[src/rtl/exp_encoder325_seq_pkg.sv]
// Shared constants, FSM state type and popcount helper for the pending-request encoder.
package enc_pkg;

    localparam int REQ_W = 32;
    localparam int IDX_W = 5;
    localparam int CNT_W = 6;

    typedef enum logic {
        IDLE = 1'b0,
        HOLD = 1'b1
    } state_t;

    function automatic logic [CNT_W-1:0] popcount(input logic [REQ_W-1:0] v);
        logic [CNT_W-1:0] c;
        c = '0;
        for (int i = 0; i < REQ_W; i++) begin
            c = c + CNT_W'(v[i]);
        end
        return c;
    endfunction

endpackage

[src/rtl/exp_encoder325_seq_if.sv]
// Request/present/accept bundle between the request producer and the encoder.
interface exp_encoder325_seq_if;
    import enc_pkg::*;

    logic [REQ_W-1:0] Din;
    logic             En;
    logic             Ready;
    logic [IDX_W-1:0] Dout;
    logic             Valid;
    logic [CNT_W-1:0] Count;

    modport master (
        output Din, En, Ready,
        input  Dout, Valid, Count
    );

    modport slave (
        input  Din, En, Ready,
        output Dout, Valid, Count
    );

endinterface

[src/rtl/exp_encoder325_seq_prio_find32.sv]
// Fixed-priority finder: lowest set bit index of a 32-bit vector plus any-set flag.
module prio_find32
    import enc_pkg::*;
(
    input  logic [REQ_W-1:0] vec,
    output logic [IDX_W-1:0] idx,
    output logic             any
);

    always_comb begin
        idx = '0;
        any = 1'b0;
        // scan high to low so the lowest set bit is the last one written
        for (int i = REQ_W - 1; i >= 0; i--) begin
            if (vec[i]) begin
                idx = IDX_W'(i);
                any = 1'b1;
            end
        end
    end

endmodule

[src/rtl/exp_encoder325_seq.sv]
// Pending-request encoder: captures request bits, presents them lowest index first with
// a valid/ready handshake, and reports how many requests remain pending.
//
// state | meaning
// IDLE  | nothing presented, waiting for a pending bit
// HOLD  | Dout holds a pending index until the consumer accepts it
module exp_encoder325_seq
    import enc_pkg::*;
(
    input logic                 clk,
    input logic                 rst,
    exp_encoder325_seq_if.slave bus
);

    logic [REQ_W-1:0] p_q;
    logic [REQ_W-1:0] p_next;
    logic [REQ_W-1:0] clr;
    logic [REQ_W-1:0] r_vec;
    logic [IDX_W-1:0] p_idx;
    logic [IDX_W-1:0] r_idx;
    logic             p_any;
    logic             r_any;
    logic [IDX_W-1:0] dout_q;
    logic             valid_q;
    logic [CNT_W-1:0] count_q;
    logic             accept;
    state_t           state;

    assign accept = valid_q & bus.Ready;
    assign r_vec  = p_q & ~(REQ_W'(1) << dout_q);

    always_comb begin
        clr = '0;
        if (accept) begin
            clr = REQ_W'(1) << dout_q;
        end
    end

    // new requests are OR'd in after the clear, so a same-cycle re-request survives
    assign p_next = (p_q & ~clr) | (bus.En ? bus.Din : '0);

    prio_find32 u_find_p (
        .vec (p_q),
        .idx (p_idx),
        .any (p_any)
    );

    prio_find32 u_find_r (
        .vec (r_vec),
        .idx (r_idx),
        .any (r_any)
    );

    always_ff @(posedge clk) begin
        if (rst) begin
            p_q     <= '0;
            count_q <= '0;
            dout_q  <= '0;
            valid_q <= 1'b0;
            state   <= IDLE;
        end else begin
            p_q     <= p_next;
            count_q <= popcount(p_next);
            case (state)
                IDLE: begin
                    if (p_any) begin
                        dout_q  <= p_idx;
                        valid_q <= 1'b1;
                        state   <= HOLD;
                    end else begin
                        valid_q <= 1'b0;
                    end
                end
                HOLD: begin
                    if (bus.Ready) begin
                        if (r_any) begin
                            dout_q  <= r_idx;
                            valid_q <= 1'b1;
                        end else begin
                            valid_q <= 1'b0;
                            state   <= IDLE;
                        end
                    end
                end
                default: begin
                    valid_q <= 1'b0;
                    state   <= IDLE;
                end
            endcase
        end
    end

    assign bus.Dout  = dout_q;
    assign bus.Valid = valid_q;
    assign bus.Count = count_q;

endmodule

[src/flat_wrapper.sv]
// flat-port wrapper written by rule: the top's interface ports become plain ports
module exp_encoder325_seq_flat import enc_pkg::*;
  (clk, rst, bus_Din, bus_En, bus_Ready, bus_Dout, bus_Valid, bus_Count);
  exp_encoder325_seq_if bus_i ();
  input logic clk;
  input logic rst;
  input wire logic [$bits(bus_i.Din)-1:0] bus_Din;
  input wire logic [$bits(bus_i.En)-1:0] bus_En;
  input wire logic [$bits(bus_i.Ready)-1:0] bus_Ready;
  output wire logic [$bits(bus_i.Dout)-1:0] bus_Dout;
  output wire logic [$bits(bus_i.Valid)-1:0] bus_Valid;
  output wire logic [$bits(bus_i.Count)-1:0] bus_Count;
  assign bus_i.Din = bus_Din;
  assign bus_i.En = bus_En;
  assign bus_i.Ready = bus_Ready;
  assign bus_Dout = bus_i.Dout;
  assign bus_Valid = bus_i.Valid;
  assign bus_Count = bus_i.Count;
  exp_encoder325_seq u_core (.clk(clk), .rst(rst), .bus(bus_i));
endmodule
[config.mk]
export PLATFORM = sky130hd
export DESIGN_NAME = exp_encoder325_seq_flat
export DESIGN_NICKNAME = d
export VERILOG_FILES = /design/src/rtl/exp_encoder325_seq_pkg.sv /design/src/rtl/exp_encoder325_seq_if.sv /design/src/rtl/exp_encoder325_seq_prio_find32.sv /design/src/rtl/exp_encoder325_seq.sv /design/src/flat_wrapper.sv
export SDC_FILE = /design/constraint.sdc
export NUM_CORES = 1
export LEC_CHECK = 0
export BUFFER_PORTS_ARGS = -buffer_cell sky130_fd_sc_hd__buf_2
export CAP_MARGIN = 10
export CORE_MARGIN = 4
export CORE_UTILIZATION = 30
export DETAILED_ROUTE_END_ITERATION = 10
export MAX_ROUTING_LAYER = met4
export SLEW_MARGIN = 10
export SYNTH_ARGS = -nofsm -noshare
export SYNTH_HDL_FRONTEND = slang
export SYNTH_SLANG_ARGS = --single-unit
export TNS_END_PERCENT = 50
[constraint.sdc]
create_clock -name clk -period 10.7 [get_ports clk]
set_input_delay 3.21 -clock clk [delete_from_list [all_inputs] [get_ports clk]]
set_output_delay 3.21 -clock clk [all_outputs]
set_load 0.02 [all_outputs]
==> qor.yml <==
run_status:
  outcome: "complete, no violations"
yosys:
  ys_warn_count: 0
  syn-mean-instance-area_sq_um: 8.285
  yosys-top-cells-count: "45 x dfxtp_1, 42 x nor2_1, 36 x o21ai_0, 33 x a21oi_1, 33 x nand2_1"
  synthFlopType: "dfxtp_1"
  yosysMostFrequentCell: "dfxtp_1"
  netlist_area_sq_um: 3571
  synth_area_leaders: "dfxtp_1 25%, fa_1 13%, o21ai_0 5.0%, o21a_1 4.8%, a21oi_1 4.6%"
  synth_cell_types: 60
  synth-edff-count: 0
  yosysTopAreaCellShare_pct: 25.23
  netlist_instances: 431
  syn_nets: 499
  synthArstFlopShare_pct: 0
  synth_seq_cells: 45
  ys_seq_area_share_pct: 25.23
  synth_top_cell_by_area: "dfxtp_1"
detailed_routing:
  highest_layer: "met4"
  drc_errors: 0
  avgViaCountPerCell: 5.722
  drt-met1-wl_microns: 5059
  drt-total-wl_microns: 10980
  route.met3.wl_microns: 672
  drt_iter0_markers: 255
  dr.pass1.iters: 5
  dr_wl_met2_microns: 4994
  ant_nets: 0
  wire_per_inst_microns: 18.05
  vias: 3479
job:
  drv_cap: 0
die:
  initial_core_util_pct: 31.01
  dieHeight_microns: 117.1
  dieArea_sq_um: 13710
  core_area_sq_um: 11520
  dieWidth_microns: 117.1
  pin_count: 48
  row_count: 39
global_routing:
  grt_max_degree: 45
  grt-ovfl-total: 0
  grt_pass1_wl_microns: 18040
  grt_usage_pct: 17.25
  grt_pass1_vias: 3371
  antenna_found_initial: 0
finish:
  register_area_sq_um: 900.9
  final_area_sq_um: 4046
  antenna_cells: 0
  final.fill_count: 1210
  drive_above_1_share_pct: 14.19
  nNetsFinal: 532
  multi_input_area_sq_um: 2466
  area_growth_pct: 13.31
sta:
  fin_setup_tns_ns: 0
  drv_slew: 0
  post-route-period-util_pct: 82.44
  setup_violations: 0
  rsz0062_at_grt: "false"
  period_needed_ns: 8.821
  max_freq_mhz: 113.4
  setup_ws_ns: 1.879
  tightest_slew_ns: 0.8792
  hold_viol_final: 0
  max-slew-margin-rel_pct: 41.39
  finClkSkew_ns: 0.005294
pwr:
  power_density_nw_per_um2: 316.0
  peakVddDrop_mv: 0.3931
  leakagePower_nw: 1.635
  finalPower_w: 0.001279
cts:
  clock_sinks: 45
  htreeDepth: 2
  clock_latency_ns: 0.29
  path_clk_slew_ns: 0.07
  cts_buffers: 5
  clk_path_buf_depth: 2
  cts_tree: "yes"
  cts_setup_buffers: 0
  root_buffer: "clkbuf_16"
  cts_hold_buffers: 0
  cts_resized: 0
placement:
  port_buffers: 47
  post_dp_cell_area_sq_um: 3894
  place_ws_ns: 1.602
  place_congestion: 0.9214
  dp_hpwl_microns: 8509
setup_path:
  worstSetupEndpointType: "register"
  cp.arrival_ns: 8.97
  worstSetupPathType: "input port to register"
  crit_required_ns: 10.85
  startpoint_type: "input port"
  crit_fanout: 25
min_path:
  hold_path.class: "register to register"
-- final timing paths --
kind / from / end / slack, ns / cells past startpoint
max: bus_Ready / u_core.bus.Count[4] / 1.88 / 21
min: u_core.bus.Valid / u_core.bus.Valid / 0.49 / 1
max reg2reg: u_core.bus.Dout[0] / u_core.bus.Count[4] / 4.22 / 19
min reg2reg: u_core.bus.Valid / u_core.bus.Valid / 0.49 / 1
-- registers in the layout (all words and copies together), names as in the netlist --
signal            cells
u_core.bus.Dout       5
u_core.bus.Count      6
u_core.state          1
u_core.p_q           32
u_core.bus.Valid      1
-- stage by stage --
step | hold slack, ns | instances | util (%)
6_report | 0.4860 | 608 | 35.14
5_1_grt | 0.5348 | 608 | 35.14
4_1_cts | 0.4917 | 608 | 35.14
3_5_place_dp | 0.4770 | 600 | 33.81
3_3_place_gp | 0.4735 | 600 | 33.81
2_1_floorplan | 0.5038 | 431 | -
-- power breakdown --
| part | switching, W | leakage, nW | internal (W) |
|---|---|---|---|
| sequential | 0.0000298 | 0.375 | 0.000201 |
| clock | 0.0000672 | 0.0768 | 0.0000930 |
| combinational | 0.000459 | 1.18 | 0.000429 |
| total | 0.000556 | 1.63 | 0.000723 |
-- critical path, cell delays in order --
cell	delay [ns]
buf_2	0.09
nand2_1	0.04
buf_4	0.21
or2_2	0.34
o21ai_0	0.23
nand2_1	0.10
ha_1	0.31
fa_1	0.50
inv_1	0.05
fa_1	0.51
fa_1	0.43
fa_1	0.49
inv_1	0.05
fa_1	0.45
fa_1	0.48
fa_1	0.43
fa_1	0.47
a21o_1	0.19
a21oi_1	0.16
xor2_1	0.16
nor2_1	0.05
-- cells by family (layout without fill, tap and decap cells) --
kind of cell / count (synthesis) / after routing / synth area share (%)
XOR/XNOR: 3 / 3 / 0.7359
buffers and inverters: 49 / 83 / 5.711
flip-flops: 45 / 45 / 25.23
multiplexers: 6 / 6 / 1.752
adder cells (fa/ha/maj): 32 / 32 / 16.26
AND/OR/NAND/NOR: 143 / 143 / 20.99
AO/OA/AOI/OAI: 153 / 153 / 29.33
-- cell type report --
| class | instances | area share [%] |
|---|---|---|
| clock buffer | 6 | 3.432 |
| clock inverter | 2 | 0.3401 |
| inverter | 26 | 2.412 |
| multi-input combinational | 337 | 60.95 |
| sequential | 45 | 22.26 |
| tap | 143 | 4.422 |
| timing repair buffer | 49 | 6.184 |
-- layer usage --
metal	vias to the layer above	global-route usage, %
met5	-	-
met4	0	4.664
met3	21	2.468
met2	149	25.56
met1	1651	24.65
li1	1658	-
-- cells in the final DEF, fill, tap and decap left out, types with 5 or more instances in the layout --
master      n
buf_2      47
dfxtp_1    45
nor2_1     42
o21ai_0    36
nand2_1    33
a21oi_1    33
inv_1      26
fa_1       24
o21a_1     23
nor2b_1    14
a221oi_1   11
a221o_1     9
or4_1       8
nor3_1      8
ha_1        8
nand2b_1    6
or3_1       5
nor4_1      5
a211oi_1    5
clkbuf_16   5
No activity file was read; power rests on OpenSTA's default activity.
